**src/rtl/pipe_seg_skid.sv**
```systemverilog
// Pipeline segment register with a two-entry skid buffer.
// Upstream ready comes from a flop, so the ready path never crosses the stage
// combinationally. A saturating counter records cycles where downstream was
// ready but this segment had nothing to offer.
module pipe_seg_skid #(
  parameter int DATA_W   = 64,
  parameter bit CLR_DATA = 1'b1,
  parameter int CNT_W    = 16
) (
  input  logic              clk,
  input  logic              reset,
  input  logic              flush,
  input  logic              stall,
  input  logic              in_valid,
  output logic              in_ready,
  input  logic [DATA_W-1:0] in_data,
  output logic              out_valid,
  input  logic              out_ready,
  output logic [DATA_W-1:0] out_data,
  output logic [1:0]        occupancy,
  input  logic              clr_cnt,
  output logic [CNT_W-1:0]  bubble_cnt
);

  localparam logic [CNT_W-1:0] CNT_MAX = '1;

  logic              main_valid;
  logic              skid_valid;
  logic [DATA_W-1:0] main_data;
  logic [DATA_W-1:0] skid_data;
  logic [CNT_W-1:0]  bubble_q;
  logic              push;
  logic              pop;
  logic              bubble;

  // The skid slot is the only thing that can block input, so ready is just
  // "skid empty"; reset forces it low so nothing is accepted mid-reset.
  assign in_ready   = !skid_valid && !reset;
  assign push       = in_valid && in_ready;
  assign pop        = main_valid && out_ready && !stall;
  assign bubble     = out_ready && !main_valid && !stall;

  assign out_valid  = main_valid;
  assign out_data   = main_data;
  assign occupancy  = 2'(main_valid) + 2'(skid_valid);
  assign bubble_cnt = bubble_q;

  // Entry storage: main is always the older entry, skid the younger one; the
  // skid only fills when main is held and is drained into main on a pop.
  always_ff @(posedge clk or posedge reset) begin
    if (reset) begin
      main_valid <= 1'b0;
      skid_valid <= 1'b0;
      main_data  <= '0;
      skid_data  <= '0;
    end else if (flush) begin
      main_valid <= 1'b0;
      skid_valid <= 1'b0;
      if (CLR_DATA) begin
        main_data <= '0;
        skid_data <= '0;
      end
    end else if (!main_valid) begin
      if (push) begin
        main_data  <= in_data;
        main_valid <= 1'b1;
      end
    end else if (!skid_valid) begin
      if (push && pop) begin
        main_data <= in_data;
      end else if (pop) begin
        main_valid <= 1'b0;
      end else if (push) begin
        skid_data  <= in_data;
        skid_valid <= 1'b1;
      end
    end else if (pop) begin
      main_data  <= skid_data;
      skid_valid <= 1'b0;
    end
  end

  // Bubble counter: clear has priority, otherwise count and stick at the top.
  always_ff @(posedge clk or posedge reset) begin
    if (reset) begin
      bubble_q <= '0;
    end else if (clr_cnt) begin
      bubble_q <= '0;
    end else if (bubble && (bubble_q != CNT_MAX)) begin
      bubble_q <= bubble_q + CNT_W'(1);
    end
  end

endmodule

```
**config.mk**
```make
export PLATFORM = sky130hd
export DESIGN_NAME = pipe_seg_skid
export DESIGN_NICKNAME = d
export VERILOG_FILES = /design/src/rtl/pipe_seg_skid.sv
export SDC_FILE = /design/constraint.sdc
export NUM_CORES = 1
export LEC_CHECK = 0
export ABC_AREA = 1
export CORE_MARGIN = 1.5
export CORE_UTILIZATION = 55
export CTS_CLUSTER_SIZE = 14
export DETAILED_ROUTE_END_ITERATION = 16
export PLACE_DENSITY = 0.85
export SYNTH_ARGS = -nofsm -noshare
export SYNTH_HDL_FRONTEND = slang
export SYNTH_SLANG_ARGS = --single-unit
```
**constraint.sdc**
```tcl
create_clock -name clk -period 11.4 [get_ports clk]
set_clock_uncertainty 0.15 [all_clocks]
set_input_delay 2.28 -clock clk [delete_from_list [all_inputs] [get_ports clk]]
set_output_delay 2.28 -clock clk [all_outputs]
set_load 0.01 [all_outputs]
```
==> results of run 1 <==
stage by stage:
step / total power [mW] / utilization (%) / setup slack [ps] / cells / cell area [µm²]
CTS: 1.27 / 72.6 / 5490 / 1232 / 9310
finish: 1.26 / 72.6 / 5500 / 1232 / 9310
detailed placement: 0.748 / 68.3 / 5500 / 1202 / 8760
floorplan: 0.663 / - / 5050 / 926 / 7320
global route: 1.31 / 72.6 / 5460 / 1232 / 9310
global placement: 0.745 / 68.3 / 5490 / 1202 / 8760
worst min-delay path, cell delays in order (launching register included):
cell     delay (ps)
dfrtp_1         340
nand3_1          70
nand2_1          60
power by group:
part,leakage [nW],internal (mW),switching [mW]
combinational,2.33,0.0846,0.0925
sequential,1.97,0.545,0.0161
clock,0.269,0.320,0.204
cells by family after synthesis:
family / synth area share (%)
and+or+nand+nor: 26.4
AOI/OAI and AO/OA: 13.1
buffers and inverters: 9.83
DFF: 49.9
xor gates and xnor gates: 0.479
adders and majority gates: 0.342
layout make-up:
type / instances / area, µm² / area share [%]
flip-flops and latches: 146 / 3650 / 39.3
multi-input cells: 633 / 2960 / 31.8
repair buffers: 159 / 1580 / 17.0
clock buffers: 25 / 495 / 5.32
inverters: 92 / 353 / 3.79
well taps: 172 / 215 / 2.31
clock inverters: 5 / 52.6 / 0.565
metal layers:
metal / track usage, % / part of all wire [%]
met5: 0 / 0
met4: 9.79 / 1.2
met3: 5.69 / 5.9
met2: 38.7 / 47
met1: 35.5 / 46
worst max path at each step:
stage	depth (start not counted)	endpoint	slack (ps)
2_1_floorplan	1	bubble_cnt[0]	5050
3_3_place_gp	3	in_ready	5490
3_5_place_dp	3	in_ready	5500
4_1_cts	3	in_ready	5490
5_1_grt	3	in_ready	5460
6_report	3	in_ready	5500
layout by cell type (no fill, tap or decap):
master / synthesis / routed
a21oi_1: 12 / 12
buf_4: 4 / 5
bufinv_16: 0 / 1
clkbuf_1: 12 / 4
clkbuf_16: 0 / 17
clkbuf_8: 0 / 4
clkdlybuf4s50_1: 0 / 154
clkinv_2: 1 / 5
clkinvlp_4: 0 / 1
dfrtp_1: 146 / 146
ha_1: 2 / 2
inv_1: 90 / 88
inv_2: 1 / 1
inv_6: 0 / 1
nand2_1: 246 / 245
nand2_2: 4 / 5
nand2_4: 1 / 1
nand3_1: 67 / 67
nand4_1: 9 / 9
nor2_1: 135 / 135
nor2_2: 3 / 3
nor2_4: 2 / 2
nor2_8: 1 / 1
nor3_1: 1 / 1
nor3b_1: 1 / 1
o211ai_1: 1 / 1
o21ai_0: 73 / 73
o21ai_1: 28 / 28
o21ai_2: 41 / 40
o21ai_4: 1 / 2
o21bai_1: 1 / 1
xnor2_1: 1 / 1
xor2_1: 3 / 3
flip-flops by register name, indices dropped and copies added (netlist names):
name and flops:
skid_data 64, out_data 64, bubble_cnt 16, skid_valid 1
out_valid 1
==> results.txt, run 1 <==
- Outcome: finished, final reports clean
* MaxCap Viol Count: 0
- Worst-Skew Late Latency: roughly 420 ps
* Maximum level of the CTS H-tree: 4
* Depth of the worst register-to-register path: 8
- Critical Setup Path Class: primary input to output pin
- Internal reg-to-reg setup slack: 8520 ps
- Placer congestion estimate: about 0.85
- Worst-path clk slew: 60 ps
* Detail-routed via count per cell: between 5 and 6
- Capturing element type of the critical path: output pin
* Ys async rst share: between 90% and 100%
- In this run, distinct cell masters in the synthesized netlist total 30.
- The worst-case IR drop observed on VDD is about 0.075 mV.
* FMAX: approximately 0.17 GHz
- The signal on the critical path passes through clkdlybuf4s50_1 -> nor2_2 -> clkdlybuf4s50_1.
- Starting density of the core: a little under three fifths
* Buffers added on ports: ~150
* Sequential cell area fraction in the yosys report: between 40% and 50%
- Startpoint of the worst-slack reg-to-reg timing path: out_valid
* P_leak: roughly 4.6 nW
* Cell count of the worst hold path: 2
- Entering global routing, the biggest net connects 87 pins.
* Fin. Hold Viols: 0
- STA classifies the critical path startpoint as a primary input.
- Hold path startpoint: skid_data[50]
- On the worst path, the slowest cell contributes a delay of ~550 ps.
- Top Family by Delay on Critical Path: buffers and inverters
* Cell type of the slowest stage on the worst timing path: clkdlybuf4s50_1
- Of the post-synthesis cell area, the dominant cell type holds 49.9%.
* Remaining DRCs: 0
- Post-layout min period: between 5000 and 6000 ps
* Data required time at the worst endpoint: 8970 ps
* Vias after detailed routing: 6,360
- Die height: between 100 and 150 µm
- Crit path launch: reset
- Sink of the worst hold path: skid_data[50]
- WL final: roughly 17,000 µm
* Total clock buffers created by CTS: 17
* Most numerous cell types in the synthesized netlist: 246 x nand2_1, 146 x dfrtp_1, 135 x nor2_1
- Endpoint arrival time on the critical path: between 3000 and 4000 ps
* Number of global-route vias before repair: 6,015
* Proportion of layout cells with a drive suffix above 1: about 8.4%
* Number of cell rows: approximately 40
- Pin placement for this block handled ~160 I/O pins.
- Unrepaired setup endpoints after global routing: false
- Once the clock tree was built, the setup fixing pass inserted 0 buffers.
- Post-synth top flop: dfrtp_1
- The first detailed-routing pass ran for 5 iterations.
- Measured against its own limit, the worst slew margin works out to roughly 25%.
* Post-detailed-route count of antenna-violating nets: 0
- Hold_buf cts: 0
- The count of final max-slew check failures came to 0.
* Cell type with the highest aggregate area in the netlist: dfrtp_1
- Net count after synthesis: roughly 1,000
* Antenna violations before repair: 0
- The HPWL after detailed placement is 10,300 µm.
* Main area contributors after synthesis: dfrtp_1 50%, nand2_1 13%, nor2_1 6.9%, o21ai_0 5.0%, o21ai_2 4.9%
* Total negative setup slack: 0 ps
- Register bit total from synthesis: roughly 150
- Diode count: 0
- In this design, the critical path's most frequently occurring cell is clkdlybuf4s50_1.
- Power spread over the standard cell area amounts to 136 mW/mm².
- Number of flops mapped to enable cells by yosys: 0
- Reg-to-reg endpoint: out_data[45]
- CTS root buffer: clkbuf_16
- CTS resizes: 0
- CTS Sinks: roughly 150
- Die area: ~0.014 mm²
* CTS tree: yes
- WL per Instance: roughly 14 µm
- Worst Tran Pin Value: ~1100 ps
- Core Box Area: roughly 0.013 mm²
* Remaining Overflow, GRT: 0
* Buffer levels on the longest clock path: 2
* Area Overhead vs Synth: 27.1%
- Maximum fanout along the worst path: 2
- After filler insertion, the fill cell instance count of the layout stands at 1,022.
* Final setup violating endpoints: 0
* Synthesized cell area: 0.00732 mm²
- Global routing usage summed across all routing layers: 25.4%
- Final #Nets: approximately 1,100
- For this block, the initial DRC count from the detailed router was around 590.
- Cell with the most instances after synthesis: nand2_1
* Warnings, synthesis: 0
- Post-route clock period utilization: approximately half
- The min-delay analysis places its worst path in the category register to register.
- The die is 118 µm wide.
* Number of instances in the synthesized netlist: approximately 900
* Wire length of the first global-routing pass: ~29,000 µm
- Counting both buffers and inverters, the worst setup path holds a total of 2.
* Final worst hold slack: roughly 360 ps
- Syn_area_per_cell: approximately 8 µm²
Note: power is estimated with default switching activity, not from simulation.
==> run 2, diff against run 1 <==
--- a/config.mk
+++ b/config.mk
@@ -7,10 +7,10 @@
 export LEC_CHECK = 0
 export ABC_AREA = 1
 export CORE_MARGIN = 1.5
-export CORE_UTILIZATION = 55
+export CORE_UTILIZATION = 52
 export CTS_CLUSTER_SIZE = 14
 export DETAILED_ROUTE_END_ITERATION = 16
-export PLACE_DENSITY = 0.85
+export PLACE_DENSITY = 0.81
 export SYNTH_ARGS = -nofsm -noshare
 export SYNTH_HDL_FRONTEND = slang
 export SYNTH_SLANG_ARGS = --single-unit
==> constraint.sdc (replaced) <==
create_clock -name clk -period 5.5 [get_ports clk]
set_clock_uncertainty 0.15 [all_clocks]
set_input_delay 1.1 -clock clk [delete_from_list [all_inputs] [get_ports clk]]
set_output_delay 1.1 -clock clk [all_outputs]
set_load 0.01 [all_outputs]
==> results.txt, run 2 (same netlist as run 1, synthesis figures left out) <==
- The worst voltage drop across the vdd grid was 0.184 mV (+150%).
* CTS tree: yes
* Number of setup buffers added after CTS: 0 (unchanged)
- The total power divided by cell area came to 296 mW/mm² (+120%).
* Fin. Hold Viols: 0 (unchanged)
- The number of detailed-routing iterations run before antenna repair was 5 (unchanged).
* Critical Setup Path Class: primary input to output pin
- Setup repair after global routing left no endpoint under its margin.
- WL per Instance: 13.9 µm (-0.25%)
- The final global-route overflow total came to 0 (unchanged).
- Die height: 122 µm (+2.8%)
* Cell count after placement: 1,210 (+0.67%)
* Die Wd: 122 µm (+2.8%)
- The number of sinks handled by clock tree synthesis came to 146 (unchanged).
- The library cell used most frequently in the layout, excluding fill and tap cells, is nand2_1.
- The highest fanout seen on the critical path came to 2 (unchanged).
- The number of standard cells in the layout, taps in and fillers out came to 1,241 (+0.73%).
- The count of endpoints failing setup in the final report came to 0 (unchanged).
- The wire length of the first global-routing pass came to 28,700 µm (-0.78%).
- The area of the core region was 0.0138 mm² (+7.8%).
- Crit path buffers/inverters: 2 (unchanged)
- The critical path's largest stage delay came to 550 ps (about the same).
- Outcome: finished, final reports clean
- The count of filler cells inserted in the layout is 1,138 (+11%).
- The I/O pin total was 155 (unchanged).
* Post-route clock period utilization: roughly 65%
* Most frequent CP cell: clkdlybuf4s50_1
* Detail-routed via count per cell: 5.12 (-0.76%)
- Number of cell rows: 43 (+4.9%)
- Buffers added on ports: 154 (unchanged)
* FMAX: around 0.28 GHz
- Antenna violations before repair: 0 (unchanged)
- Worst-Skew Late Latency: 420 ps (about the same)
- The die outline area was 0.0148 mm² (+5.6%).
- MaxCap Viol Count: 0 (unchanged)
- The weighted congestion at the end of routability-driven global placement came to 0.869 (+2.7%).
* Hold_buf cts: 0 (unchanged)
* Global routing usage summed across all routing layers: 24.5% (-0.85 points)
- The number of buffers on the longest clock path is 2 (unchanged).
- The actual slew at the worst max-slew pin is 1090 ps (-40.9 ps).
- The sum of negative setup slack came to 0 ps (unchanged).
* Number of global-route vias before repair: 6,001 (-0.23%)
* Data required time at the worst endpoint: 4250 ps (-4720 ps)
- Top Family by Delay on Critical Path: buffers and inverters
* Final Util: 68.1% (-4.5 points)
- The total number of vias is 6,358 (-0.031%).
* Remaining DRCs: 0 (unchanged)
* Most frequent cells in the layout: 245 x nand2_1, 154 x clkdlybuf4s50_1, 146 x dfrtp_1
- In this run the clock root is driven by a clkbuf_16.
- Diode count: 0 (unchanged)
- Worst-path clk slew: 60 ps (about the same)
- Starting density of the core: 52.9% (-4.1 points)
* Post-layout min period: 3550 ps
* Type of the worst min-delay path: register to register
* Cell type of the slowest stage on the worst timing path: clkdlybuf4s50_1
- The remaining number of nets flagged by the antenna check after routing was 0 (unchanged).
* Capturing element type of the critical path: output pin
- The DRC violation total after the first TritonRoute iteration came to 613 (+4.8%).
- The area growth from synthesis to layout is 28.6%.
* CTS resizes: 0 (unchanged)
- The post-detailed-placement half-perimeter wirelength came to 10,400 µm (+1.0%).
- The total detailed-routing wirelength came to 17,300 µm (+0.48%).
* Proportion of layout cells with a drive suffix above 1: 8.58% (+0.18 points)
- Max transition margin: 27.5% (+2.7 points)
* Maximum level of the CTS H-tree: 4 (unchanged)
* Area of combinational cells with multiple inputs: 0.00296 mm² (unchanged)
- The count of final max-slew check failures was 0 (unchanged).
- P_leak: 4.62 nW (+0.95%)
- The data arrival time at the worst-slack endpoint came to 2300 ps (-1170 ps).
- The CTS buffer count is 17 (unchanged).
- The maximum number of pins on one net before global-route repair came to 129 (+48%).
- The worst setup path is launched from a primary input.
- Combined flip-flop and latch cell area: 0.00365 mm² (unchanged)
- The signal on the critical path passes through clkdlybuf4s50_1 -> nor2_2 -> clkdlybuf4s50_1.
- Final #Nets: 1,122 (unchanged)
-- run 2: changes by cell type in the layout (fill, tap and decap cells not counted) --
cell | previous run | this run
clkbuf_1 | 4 | 3
bufinv_16 | 1 | 5
inv_6 | 1 | 2
buf_4 | 5 | 4
clkbuf_8 | 4 | 1
buf_12 | 0 | 1
-- run 2: power breakdown --
| group | switching, mW | internal, mW |
|---|---|---|
| clock network | 0.437 | 0.813 |
| registers | 0.0338 | 1.13 |
| logic | 0.192 | 0.177 |
-- run 2: path summary, 6_finish.rpt --
kind,startpoint,to,slack [ps],cells after the start
max,reset,in_ready,1950,3
max reg2reg,skid_valid,skid_data[32],2920,7
min reg2reg,skid_data[39],skid_data[39],360,2
min in group asynchronous,reset,bubble_cnt[14],1110,2
min,skid_data[39],skid_data[39],360,2
max in group asynchronous,reset,skid_data[38],3160,3
-- run 2: routing by layer --
| metal | up-vias | wire length (µm) | global-route usage (%) |
|---|---|---|---|
| met2 | 189 | 7990 | 38.5 |
| met3 | 30 | 939 | 5.24 |
| met4 | 0 | 335 | 9.41 |
| met1 | 2987 | 8020 | 33.6 |
| met5 | - | 0 | 0 |
| li1 | 3152 | - | - |
-- run 2: final cells by class --
class | count | area share, %
sequential | 146 | 38.8
multi-input combinational | 633 | 31.4
timing repair buffer | 159 | 16.9
clock buffer | 21 | 4.79
inverter | 92 | 3.75
tap | 180 | 2.39
clock inverter | 10 | 1.93
-- run 2: worst reg2reg max path: stages, from the launching register on --
cell     delay [ps]
dfrtp_1         460
nor2_2          170
nand2_2         110
inv_1           130
nand2_4         380
nor2_8          840
nand2_1         170
nand2_1         100
-- run 2: metrics by stage --
| stage | hold slack (ps) | total power [mW] | setup WS, ps | cell area, µm² |
|---|---|---|---|---|
| 6_report | 358 | 2.78 | 1950 | 9410 |
| 3_3_place_gp | 339 | 1.55 | 1770 | 8780 |
| 5_1_grt | 376 | 2.90 | 1860 | 9410 |
| 3_5_place_dp | 344 | 1.55 | 1710 | 8780 |
| 2_1_floorplan | 326 | 1.37 | 327 | 7320 |
| 4_1_cts | 359 | 2.81 | 1940 | 9410 |
==> run 3, diff against run 2 <==
==> constraint.sdc (replaced) <==
create_clock -name clk -period 3.4 [get_ports clk]
set_clock_uncertainty 0.15 [all_clocks]
set_input_delay 0.68 -clock clk [delete_from_list [all_inputs] [get_ports clk]]
set_output_delay 0.68 -clock clk [all_outputs]
set_load 0.01 [all_outputs]
==> results.txt, run 3 (same netlist as run 1, synthesis figures left out) <==
* Outcome: finished, final reports clean
- In this run the critical register-to-register path is launched from out_valid.
- The clock transition at the registers of the reported paths came to 60 ps (about the same).
- TritonCTS built the clock tree.
- The area of the core region was 0.0138 mm² (unchanged).
- Most frequent cells in the layout: 245 x nand2_1, 154 x clkdlybuf4s50_1, 146 x dfrtp_1
* Wire length of the first global-routing pass: 28,800 µm (+0.33%)
- The max-cap violation count is 0 (unchanged).
- Cell Area, Placed: 0.00890 mm² (+1.3%)
- The die outline area was 0.0148 mm² (unchanged).
- CTS Sinks: 146 (unchanged)
- The y dimension of the die came to 122 µm (unchanged).
* Remaining Overflow, GRT: 0 (unchanged)
- The worst setup path is launched from a primary input.
* Area of combinational cells with multiple inputs: 0.00296 mm² (unchanged)
* Data required time at the worst endpoint: 2570 ps (-1680 ps)
- The worst path needs between 2000 and 3000 ps of the cycle, external delays included.
* P_leak: 4.66 nW (+0.87%)
- Vias after detailed routing: 6,440 (+1.3%)
- Max Transition Viols Final: 0 (unchanged)
- Combined flip-flop and latch cell area: 0.00365 mm² (unchanged)
* Hold path startpoint: skid_data[20]
* Starting density of the core: 52.9% (unchanged)
* Cell count of the worst hold path: 2 (unchanged)
- Hold_buf cts: 0 (unchanged)
- Antenna violations before repair: 0 (unchanged)
- The proportion of layout cells with a drive suffix above 1 is 9.53% (+0.96 points).
- The post-detailed-placement half-perimeter wirelength is 10,900 µm (+4.6%).
* Capturing element type of the critical path: output pin
* Final Util: 68.7% (+0.63 points)
- Worst-case vdd ir drop: 0.278 mV (+51%)
- Remaining DRCs: 0 (unchanged)
- The total number of H-tree levels is 4 (unchanged).
- The total power divided by cell area is 462 mW/mm² (+56%).
- The number of gates resized after CTS is 0 (unchanged).
- WL per Instance: 13.7 µm (-1.6%)
* Reg-to-reg endpoint: out_data[50]
- Number of cell rows: 43 (unchanged)
* Depth of the worst register-to-register path: 7 (unchanged)
- The count of endpoints failing setup in the final report came to 0 (unchanged).
* Final cell area excluding filler cells: 0.00950 mm² (+0.93%)
- The I/O pin total was 155 (unchanged).
- The worst slack at placement was 556 ps (-1160 ps).
* Worst Tran Pin Value: 843 ps (-243 ps)
* Maximum fanout along the worst path: 2 (unchanged)
- The maximum number of pins on one net before global-route repair came to 77 (-40%).
- The weighted congestion at the end of routability-driven global placement was 0.845 (-2.8%).
- The area growth from synthesis to layout is 29.8%.
* Endpoint arrival time on the critical path: 1840 ps (-460 ps)
- Total negative setup slack: 0 ps (unchanged)
* Diode count: 0 (unchanged)
* Leading cell type in the layout, fill and taps excluded: nand2_1
- Internal reg-to-reg setup slack: 1220 ps (-1700 ps)
- Worst Slack Setup Final: 732 ps (-1210 ps)
- The headroom to the max-slew limit came to 43.8% (+16 points).
- Buffers added on ports: 154 (unchanged)
* Number of setup buffers added after CTS: 0 (unchanged)
* Detail-routed via count per cell: 5.15 (+0.56%)
* Buffer levels on the longest clock path: 2 (unchanged)
* FMAX: about 0.37 GHz
* Drt first-iter violations: 576 (-6.0%)
- Number of global-route vias before repair: 6,097 (+1.6%)
- The remaining number of nets flagged by the antenna check after routing is 0 (unchanged).
- The critical path is of the primary input to output pin type.
- The cell sitting at the root of the clock tree is a clkbuf_16.
- Setup repair after global routing left no endpoint under its margin.
* DRT Pass-1 Iters: 5 (unchanged)
* Power consumption: 4.39 mW (+58%)
* Total clock buffers created by CTS: 17 (unchanged)
* WL final: 17,100 µm (-0.84%)
- Worst-Skew Late Latency: 420 ps (about the same)
- Type of the worst min-delay path: register to register
- For hold timing, the worst endpoint is skid_data[20].
* Final #Nets: 1,131 (+0.80%)
- Post-route clock period utilization: slightly below 80%
* Cell count after placement: 1,219 (+0.74%)
- The horizontal die dimension is 122 µm (unchanged).
- The count of filler cells inserted in the layout is 1,134 (-0.35%).
* Fin. Hold Viols: 0 (unchanged)
* Final Non-Filler Cells: 1,250 (+0.73%)
- Global routing usage summed across all routing layers: 24.7% (+0.12 points)
* Final worst hold slack: 357 ps (-0.577 ps)
==> run 3: cell count changes in the layout (fill, tap and decap cells not counted), sizes merged <==
cell,previous run,this run
clkinv,5,6
buf,5,14
bufinv,5,3
inv,91,89
clkinvlp,1,4
==> run 3: where the power goes <==
part           switching (mW)  leakage [nW]  internal [mW]
combinational           0.310          2.40          0.295
clock                   0.702         0.291           1.20
sequential             0.0517          1.97           1.83
total                    1.06          4.66           3.33
==> run 3: layer usage <==
metal	global-route usage, %	share of wire (%)	vias up
li1	-	-	3178
met2	39.8	49	195
met4	7.72	1.1	0
met3	6.13	6.0	16
met1	32.9	44	3051
met5	0	0	-
==> run 3: layout make-up <==
| cell class | count | area share, % |
|---|---|---|
| well taps | 180 | 2.37 |
| inverters | 92 | 3.70 |
| multi-input cells | 633 | 31.1 |
| repair buffers | 168 | 18.0 |
| clock inverters | 10 | 1.40 |
| flip-flops and latches | 146 | 38.5 |
| clock buffers | 21 | 4.95 |
==> run 3: worst max path at each step <==
stage,start,to,slack (ps),depth (start not counted)
4_1_cts,reset,in_ready,730,3
5_1_grt,reset,in_ready,700,3
3_3_place_gp,out_ready,out_data[4],630,8
3_5_place_dp,reset,out_data[8],560,9
2_1_floorplan,reset,bubble_cnt[0],740,1
6_report,reset,in_ready,730,3
==> run 3: worst max-delay path, cell delays in order <==
cell	delay, ps
clkdlybuf4s50_1	470
nor2_2	130
clkdlybuf4s50_1	550
